--- src/rtl/proc_control_unit.sv ---
// Control unit for a simple multi-cycle processor.
// It fetches one 9-bit instruction {III,XXX,YYY} in T0 and sequences the
// register-file, A, G and bus strobes over T1..T3. The outputs are decoded
// from the cycle state and the IR, except IRin, which also depends on Run.

module proc_control_unit (
  input  logic       clock,
  input  logic       Reset,
  input  logic       Run,
  input  logic [8:0] DIN,
  output logic       IRin,
  output logic [7:0] Rin,
  output logic [7:0] Rout,
  output logic       DINout,
  output logic       Ain,
  output logic       Gin,
  output logic       Gout,
  output logic       AddSub,
  output logic       Done
);

  typedef enum logic [1:0] {
    T0 = 2'd0,
    T1 = 2'd1,
    T2 = 2'd2,
    T3 = 2'd3
  } state_e;

  localparam logic [2:0] OP_MV  = 3'b000;
  localparam logic [2:0] OP_MVI = 3'b001;
  localparam logic [2:0] OP_ADD = 3'b010;
  localparam logic [2:0] OP_SUB = 3'b011;

  state_e     state_q;
  state_e     state_d;
  logic [8:0] ir_q;
  logic [8:0] ir_d;

  logic [2:0] op_s;
  logic [2:0] rx_s;
  logic [2:0] ry_s;

  assign op_s = ir_q[8:6];
  assign rx_s = ir_q[5:3];
  assign ry_s = ir_q[2:0];

  // Register-select decoder: a 3-bit register number becomes a one-hot enable.
  function automatic logic [7:0] onehot8(input logic [2:0] idx);
    onehot8 = 8'd1 << idx;
  endfunction

  // Cycle state and instruction register; Reset aborts any instruction in flight.
  always_ff @(posedge clock) begin
    if (Reset) begin
      state_q <= T0;
      ir_q    <= 9'h000;
    end else begin
      state_q <= state_d;
      ir_q    <= ir_d;
    end
  end

  // Next-state logic and output decode for each cycle of the instruction.
  always_comb begin
    state_d = state_q;
    ir_d    = ir_q;
    IRin    = 1'b0;
    Rin     = 8'h00;
    Rout    = 8'h00;
    DINout  = 1'b0;
    Ain     = 1'b0;
    Gin     = 1'b0;
    Gout    = 1'b0;
    AddSub  = 1'b0;
    Done    = 1'b0;

    case (state_q)
      T0: begin
        // Fetch: the IR only ever loads here, so later DIN changes cannot alter it.
        if (Run) begin
          IRin    = ~Reset;
          ir_d    = DIN;
          state_d = T1;
        end else begin
          state_d = T0;
        end
      end

      T1: begin
        case (op_s)
          OP_MV: begin
            Rout    = onehot8(ry_s);
            Rin     = onehot8(rx_s);
            Done    = 1'b1;
            state_d = T0;
          end
          OP_MVI: begin
            DINout  = 1'b1;
            Rin     = onehot8(rx_s);
            Done    = 1'b1;
            state_d = T0;
          end
          OP_ADD, OP_SUB: begin
            Rout    = onehot8(rx_s);
            Ain     = 1'b1;
            state_d = T2;
          end
          default: begin
            // Undefined opcodes retire immediately as a NOP.
            Done    = 1'b1;
            state_d = T0;
          end
        endcase
      end

      T2: begin
        // Only add/sub reach T2; opcode bit 0 selects subtract.
        Rout    = onehot8(ry_s);
        Gin     = 1'b1;
        AddSub  = ir_q[6];
        state_d = T3;
      end

      T3: begin
        Gout    = 1'b1;
        Rin     = onehot8(rx_s);
        Done    = 1'b1;
        state_d = T0;
      end

      default: begin
        state_d = T0;
      end
    endcase
  end

endmodule

--- config.mk ---
export PLATFORM = sky130hd
export DESIGN_NAME = proc_control_unit
export DESIGN_NICKNAME = d
export VERILOG_FILES = /design/src/rtl/proc_control_unit.sv
export SDC_FILE = /design/constraint.sdc
export NUM_CORES = 1
export LEC_CHECK = 0
export ABC_AREA = 1
export BUFFER_PORTS_ARGS = -buffer_cell sky130_fd_sc_hd__buf_2
export CORE_MARGIN = 5
export CORE_UTILIZATION = 32
export CTS_BUF_LIST = sky130_fd_sc_hd__clkbuf_2
export CTS_CLUSTER_DIAMETER = 40
export DETAILED_ROUTE_END_ITERATION = 8
export GPL_ROUTABILITY_DRIVEN = 0
export GPL_TIMING_DRIVEN = 0
export PLACE_DENSITY = 0.59
export SETUP_SLACK_MARGIN = 0.02
export SYNTH_ARGS = -nofsm -noshare
export SYNTH_HDL_FRONTEND = slang
export SYNTH_SLANG_ARGS = --single-unit
export TNS_END_PERCENT = 1
--- constraint.sdc ---
create_clock -name clock -period 1.7 [get_ports clock]
set_input_delay 0.255 -clock clock [delete_from_list [all_inputs] [get_ports clock]]
set_output_delay 0.255 -clock clock [all_outputs]
set_load 0.01 [all_outputs]
==> flow_summary.toml, run 1 <==
[sta]
hold_violations = 0
setup-violations-final = 2
fin_setup_tns_ps = -35.3
period_minus_slack_ps = 1730
finalCritPeriodShare_pct = 102
skew_ps = 9.49
whs_ps = 181
slew_violations = 0
max-slew-margin-rel_pct = 70.3
timing.final.ws_setup_ps = -34.9
fmax_mhz = 576
tightest_slew_ps = 446
rsz0062_at_grt = "yes"

[route]
postRouteAntennaNets = 0
drtIter0Drc = 19
first_pass_iters = 4
drc = 0
vias = 957
drt_wl_total_mm = 2.23
viasPerCell = 4.98
wl_per_cell_um = 11.6

[floorplan]
fp.coreArea_um2 = 2450
start_util_pct = 33.1
die_y_um = 60.4
io-pin-count = 35
fp-row-count = 18
die_x_um = 60.4
die-area_um2 = 3650

[worst_setup_path]
worstPathRequired_ps = 1440
arrival_ps = 1480
rr_startpoint = "state_q[0]"
path_max_fanout = 6
worstSetupStartpointType = "flip-flop"
path_class = "reg2out"
reg2reg_setup_slack_ps = 480
end_kind = "output pin"

[final_layout]
antenna_cells = 0
fill_cells = 263
fin_nets = 179
syn_to_final_growth_pct = 34.5
drive_gt1_share_pct = 43.2
utilization_pct = 44.5
finalNonFillerCells = 192

[clocking]
worst_skew_pair.late_latency_ps = 260
cts.path.max_buffers = 2
path_clk_slew_ps = 100
cts_tree = "yes"
cts-root-buf = "clkbuf_2"
cts_inserted_buffers = 3
htreeDepth = 1
holdBufCountCts = 0
numClockSinks = 11

[synth]
synth-edff-count = 0
synthCells = 124
yosys_warnings = 0
synth_top_cell_by_area = "dfxtp_1"
synth_nets = 140
synth-async-reset-ratio_pct = 0
synth_top_area_share_pct = 27.1
synthTopCellsByArea = "dfxtp_1, nand2_1, nor2_1, a211oi_1, inv_1"
netlist_top_cells_count = "nand2_1, nor2_1, inv_1"
syn_avg_cell_area_um2 = 6.56
synth.yosys.seq_area_share_pct = 27.1
synth-seq-cells = 11
synth_flop_cell = "dfxtp_1"
synthesis.area_um2 = 813
yosysUniqueCellTypes = 21

[job]
drv_cap = 0

[global_routing]
antenna_found_initial = 0
overflow = 0
grt_pass1_vias = 833
grt_pass1_wl_mm = 3.37
grt_start_max_net_pins = 20
gr-usage-all-layers_pct = 12.2

[placed_design]
portBuffers = 34
place_hpwl_mm = 1.78
dp.cells = 188

[outcome]
outcome = "complete, but fails checks"
violations = "negative setup slack"

[power]
p_leak_nw = 0.496
fin_total_pwr_mw = 0.708
power.density_nw_per_um2 = 647
vdd_drop_max_uv = 433

[min_path]
min-delay-start = "Reset"
timing.hold.worst.class = "in2reg"
==> metrics by stage <==
step	instance area [um^2]	setup slack (ps)
global route	1090	-138
CTS	1070	-13.7
floorplan	813	278
detailed placement	1020	3.70
global placement	1020	75.5
finish	1090	-34.9
==> routing by layer <==
| layer | up-vias | GRT usage, % | share of wire [%] | wire length, um |
|---|---|---|---|---|
| met5 | - | 0 | 0 | 0 |
| met3 | 4 | 2.55 | 9.1 | 204 |
| li1 | 496 | - | - | - |
| met2 | 32 | 18.4 | 40 | 896 |
| met4 | 0 | 6.81 | 1.4 | 32 |
| met1 | 425 | 16.2 | 49 | 1100 |
==> cell families after synthesis <==
| family | after synthesis | share of synthesized area [%] |
|---|---|---|
| and+or+nand+nor | 66 | 37.4 |
| AOI/OAI and AO/OA | 21 | 17.5 |
| DFF | 11 | 27.1 |
| buffers and inverters | 22 | 11.8 |
| adders and majority gates | 4 | 6.15 |
==> cells in the final DEF, fill, tap and decap left out <==
cell	synthesis	routed
o22ai_1	1	1
ha_2	0	1
clkinvlp_4	0	1
inv_4	0	1
buf_2	1	34
a211oi_1	9	9
clkinv_2	1	1
a21oi_2	0	3
buf_4	3	4
clkbuf_2	0	4
inv_1	15	7
ha_4	0	1
dfxtp_4	0	1
dfxtp_1	11	7
o21ai_4	1	1
clkbuf_1	1	1
nor3_1	11	11
dfxtp_2	0	3
inv_2	1	7
nor4_1	8	8
nand2_2	3	2
ha_1	4	2
nand2_4	0	1
nor2_2	2	4
nand2_1	19	19
nor2_1	19	17
a21oi_1	9	6
nand3_1	3	3
nand3_2	1	1
o21bai_1	1	1
==> path summary, 6_finish.rpt <==
kind	endpoint	cells after the start
worst max-delay path	Rout[6]	7
worst min-delay path	ir_q[1]	2
worst max register to register	state_q[0]	6
worst min register to register	ir_q[7]	2
==> power breakdown <==
group	switching [mW]	internal [mW]
Clock	0.0866	0.0625
Sequential	0.0223	0.284
Combinational	0.164	0.0895
Total	0.272	0.436
==> flip-flops by register name (all words and copies together) (netlist names), named ones only <==
signal and cells:
ir_q 9, state_q 1
==> what timing repair did <==
action	4_1_cts	5_1_grt
pin swaps	1	3
resized for setup	11	12
buffers inserted	1	0
setup endpoints to repair	18	17
==> worst max-delay path, stage by stage, from the launching register on <==
cell	delay [ps]
dfxtp_2	350
inv_2	80
ha_4	170
inv_4	50
o21ai_4	190
nand2_1	80
a21oi_1	150
buf_2	150
==> area by class of cell <==
cell class,instances,area (um^2),area share [%]
inverters,17,71.3,6.52
well taps,30,37.5,3.43
plain buffers,4,26.3,2.40
clock buffers,4,20.0,1.83
multi-input cells,91,533,48.7
repair buffers,35,178,16.2
flip-flops and latches,11,228,20.8
Power figures use the tool's default switching activity.
==> inputs of run 2 (changes only) <==
Settings changed: CORE_UTILIZATION 32 to 44, PLACE_DENSITY 0.59 to 0.79.
Clock period 1.7 ns to 1.5 ns, I/O delays scaled along.
==> run 2 against run 1 <==
Against the previous run:
- the run still ends with negative setup slack left
- wire length up 0.27%
- core utilization up 18 points
- first-iteration DRC count down 42%
- die area down 23%
- critical path type unchanged
- critical path depth unchanged
==> flow_summary.toml, run 2 (same netlist as run 1, synthesis figures left out) <==
[clocking]
cts_inserted_buffers = 3
cts.path.max_buffers = 2
numClockSinks = 11
cts-root-buf = "clkbuf_2"
worst_skew_pair.late_latency_ps = 260
cts_tree = "yes"
path_clk_slew_ps = 110
htreeDepth = 1

[worst_setup_path]
slowest_stage = "dfxtp_2"
worstSetupStartpointType = "flip-flop"
ff2ff_path_depth = 6
path_max_fanout = 6
cp_top_family = "flip-flops"
rr_startpoint = "state_q[0]"
worstPathRequired_ps = 1270
slowest_delay_ps = 360
rr_endpoint = "state_q[0]"
end_kind = "output pin"
path_class = "reg2out"
arrival_ps = 1470
reg2reg_setup_slack_ps = 260
crit_chain = "inv_2, ha_4, inv_2, o21ai_4, nand2_1, a21oi_2, buf_2"
crit_top_cell = "inv_2"
cp_num_buf_inv = 3

[outcome]
violations = "negative setup slack"
outcome = "complete, but fails checks"

[power]
fin_total_pwr_mw = 0.803
vdd_drop_max_uv = 531
p_leak_nw = 0.495
power.density_nw_per_um2 = 738

[floorplan]
die_x_um = 53.0
die_y_um = 53.0
fp-row-count = 15
io-pin-count = 35
start_util_pct = 46.6
fp.coreArea_um2 = 1750
die-area_um2 = 2810

[placed_design]
portBuffers = 34
place_hpwl_mm = 1.74
dp.cells = 183

[min_path]
min_path_cells = 2
min_to = "ir_q[1]"
min-delay-start = "Reset"
timing.hold.worst.class = "in2reg"

[route]
drc = 0
first_pass_iters = 4
vias = 954
wl_per_cell_um = 12.0
viasPerCell = 5.10
postRouteAntennaNets = 0
drt_wl_total_mm = 2.24
drtIter0Drc = 11

[final_layout]
mostFrequentLayoutCells = "buf_2, nand2_1, nor2_1"
fin_nets = 179
drive_gt1_share_pct = 43.2
finalNonFillerCells = 187
regMostFlops = "ir_q"
syn_to_final_growth_pct = 33.8
antenna_cells = 0
largest_register_ffs = 9
top_regs = "ir_q: 9 flops, state_q: 1 flops"
layout_commonest_cell = "buf_2"

[job]
drv_cap = 0

[sta]
timing.final.ws_setup_ps = -193
tightest_slew_ps = 436
setup-violations-final = 17
whs_ps = 139
fmax_mhz = 591
skew_ps = 2.47
hold_violations = 0
max-slew-margin-rel_pct = 70.9
finalCritPeriodShare_pct = 113
rsz0062_at_grt = "yes"
slew_violations = 0
period_minus_slack_ps = 1690

[global_routing]
overflow = 0
grt_start_max_net_pins = 20
antenna_found_initial = 0
gr-usage-all-layers_pct = 16.9
grt_pass1_vias = 862
grt_pass1_wl_mm = 3.54
## run 2: how the worst max path moves through the flow
stage	end	slack [ps]	startpoint	cells past startpoint
detailed placement	Rin[2]	-160	flip-flop	5
floorplan	Rout[1]	110	state_q[0]	5
finish	Rout[4]	-190	flip-flop	7
CTS	Rout[4]	-170	flip-flop	7
global route	Rout[4]	-330	flip-flop	7
global placement	Rin[7]	-80	flip-flop	5
## run 2: area by class of cell
cell class	instances	area [um^2]
plain buffers	4	26.3
fillers	175	657
repair buffers	35	178
clock buffers	4	20.0
well taps	25	31.3
multi-input cells	91	534
inverters	17	70.1
flip-flops and latches	11	229
## run 2: worst reg2reg max path, cell delays in order, from the launching register on
cell and delay [ps]:
dfxtp_4 390, inv_1 60, ha_1 240, nand2_4 190, inv_1 80, nor2_1 120
nor2_1 40
## run 2: timing repair
| item | 4_1_cts | 5_1_grt |
|---|---|---|
| pin swaps | 3 | 0 |
| hold buffers | 0 | 0 |
| gates resized for setup | 14 | 9 |
| setup buffers | 1 | 0 |
| setup endpoints to repair | 20 | 22 |
## run 2: where the power goes
part           switching (mW)  leakage (nW)  total [mW]  internal (mW)
clock                  0.0997        0.0166       0.170         0.0708
combinational           0.186         0.386       0.286          0.100
sequential             0.0251        0.0930       0.347          0.322
## run 2: per-layer routing
layer / vias up / routed length, um / track usage, %
met4: 0 / 45 / 8.51
met5: - / 0 / 0
met1: 414 / 1010 / 19.8
li1: 497 / - / -
met2: 36 / 981 / 28.3
met3: 7 / 195 / 4.23
## run 2: metrics by stage
stage | TNS [ps] | utilization [%] | setup slack [ps] | cell area (um^2)
6_report | -2390 | 62.4 | -193 | 1090
5_1_grt | -4280 | 62.4 | -330 | 1090
4_1_cts | -2380 | 61.4 | -172 | 1070
3_5_place_dp | -1510 | 58.1 | -163 | 1010
3_3_place_gp | -697 | 58.1 | -79.5 | 1010
2_1_floorplan | 0 | - | 108 | 813
==> inputs of run 3 (changes only) <==
Settings changed: CELL_PAD_IN_SITES_DETAIL_PLACEMENT set to 2, CELL_PAD_IN_SITES_GLOBAL_PLACEMENT set to 2, CORE_UTILIZATION 44 to 22, PLACE_DENSITY 0.79 to 0.78.
==> run 3 against run 2 <==
Against the previous run:
- the run still ends with negative setup slack left
- register-to-register slack got worse by 70 ps
- design area rose by 17%
- non-clock buffer count rose by 9
- power rose by 13%
- critical path type unchanged
- largest power group is now combinational logic
==> flow_summary.toml, run 3 (same netlist as run 1, synthesis figures left out) <==
[clocking]
path_clk_slew_ps = 110
cts_tree = "yes"
numClockSinks = 11
cts_inserted_buffers = 3
worst_skew_pair.late_latency_ps = 270
cts.path.max_buffers = 2
holdBufCountCts = 0
cts-root-buf = "clkbuf_2"
htreeDepth = 1

[floorplan]
die_x_um = 70.8
die_y_um = 70.8
fp.coreArea_um2 = 3630
start_util_pct = 22.4
fp-row-count = 22
die-area_um2 = 5010
io-pin-count = 35

[final_layout]
drive_gt1_share_pct = 53.8
antenna_cells = 0
utilization_pct = 35.1
fin_nets = 188
layout_commonest_cell = "buf_2"
syn_to_final_growth_pct = 56.8
top_regs = "ir_q: 9 flops, state_q: 1 flops"
finalInstanceArea_um2 = 1270
largest_register_ffs = 9
regMostFlops = "ir_q"
fill_cells = 469
mostFrequentLayoutCells = "buf_2, nor2_1, nand2_1"

[worst_setup_path]
cp.depth = 7
cp_top_family = "flip-flops"
arrival_ps = 1510
end_kind = "output pin"
reg2reg_setup_slack_ps = 190
cp_num_buf_inv = 3
path_class = "reg2out"
crit_chain = "inv_4, ha_4, inv_4, o21ai_4, nand2_1, a21oi_1, buf_2"
rr_endpoint = "state_q[0]"
ff2ff_path_depth = 8
slowest_delay_ps = 380
worstPathRequired_ps = 1270
slowest_stage = "dfxtp_4"
worstSetupStartpointType = "flip-flop"
crit_top_cell = "inv_4"
path_max_fanout = 6

[sta]
rsz0062_at_grt = "yes"
period_minus_slack_ps = 1740
fin_setup_tns_ps = -3710
timing.final.ws_setup_ps = -237
tightest_slew_ps = 508
setup-violations-final = 20
skew_ps = 6.02
finalCritPeriodShare_pct = 116
max-slew-margin-rel_pct = 66.2
fmax_mhz = 576
hold_violations = 0
slew_violations = 0

[power]
combPwrFrac_pct = 41.3
switching_share_pct = 41.1
p_leak_nw = 0.554
seq_power_share_pct = 39.1
fin_total_pwr_mw = 0.906
vdd_drop_max_uv = 334
switching_power_mw = 0.373
internal-power_mw = 0.533
clock_power_share_pct = 19.6
power.density_nw_per_um2 = 711

[route]
viasPerCell = 4.76
drtIter0Drc = 33
drt_wl_total_mm = 3.48
postRouteAntennaNets = 0
drc = 0
first_pass_iters = 4
wl_per_cell_um = 15.9
vias = 1042

[outcome]
outcome = "complete, but fails checks"
violations = "negative setup slack"

[job]
drv_cap = 0

[global_routing]
grt_pass1_wl_mm = 5.57
grt_start_max_net_pins = 11
overflow = 0
grt_pass1_vias = 1141
antenna_found_initial = 0
gr-usage-all-layers_pct = 13.6

[placed_design]
dpl_cell_area_um2 = 1040
place_hpwl_mm = 2.53
portBuffers = 34

[min_path]
min-delay-start = "Reset"
min_path_cells = 2
timing.hold.worst.class = "in2reg"
min_to = "ir_q[1]"
run 3: changes by cell type in the layout (fill, tap and decap cells not counted), moves of 3 or more:
cell	change
nor3_2	+4
a21oi_2	+3
buf_4	+7
nand2_2	+3
inv_2	-3
nand2_1	-3
nor3_1	-4
a21oi_1	-3
run 3: power by group through the flow:
stage / clock (mW) / combinational (mW) / sequential, mW
floorplan: 0 / 0.194 / 0.344
global placement: 0 / 0.268 / 0.348
detailed placement: 0 / 0.286 / 0.353
CTS: 0.187 / 0.340 / 0.353
global route: 0.199 / 0.414 / 0.357
finish: 0.178 / 0.375 / 0.354
run 3: how the worst max path moves through the flow:
| stage | start | end | slack [ps] |
|---|---|---|---|
| after floorplan | state_q[0] | Rout[1] | 110 |
| after global placement | flip-flop | Rin[7] | -120 |
| after detailed placement | flip-flop | Rin[1] | -240 |
| after CTS | flip-flop | Rout[4] | -240 |
| after global routing | flip-flop | Rout[4] | -340 |
| final | flip-flop | Rout[1] | -240 |
run 3: routing by layer:
layer | vias up | part of all wire [%] | GRT usage [%]
met4 | 0 | 1.2 | 5.01
met1 | 509 | 42 | 16.2
met2 | 21 | 55 | 25.3
met5 | - | 0 | 0
li1 | 508 | - | -
met3 | 4 | 1.8 | 0.710
run 3: repair_timing:
item,4_1_cts,5_1_grt
pin swaps,9,4
setup buffers,5,4
endpoints found under the setup margin,29,21
resized for setup,35,11
cloned,0,0
run 3: through the flow:
stage                     hold slack [ps]  worst slack, ps  std cells
after floorplan                       303              108        124
after global routing                  139             -338        219
final                                 148             -237        219
after CTS                             141             -242        215
after detailed placement              444             -242        206
after global placement                426             -123        206
run 3: cell type report:
cell class,instances,area (um^2),share of cell area (%)
multi-input cells,91,604,47.4
repair buffers,43,238,18.6
flip-flops and latches,11,231,18.2
inverters,17,80.1,6.28
well taps,48,60.1,4.71
plain buffers,5,41.3,3.24
clock buffers,4,20.0,1.57
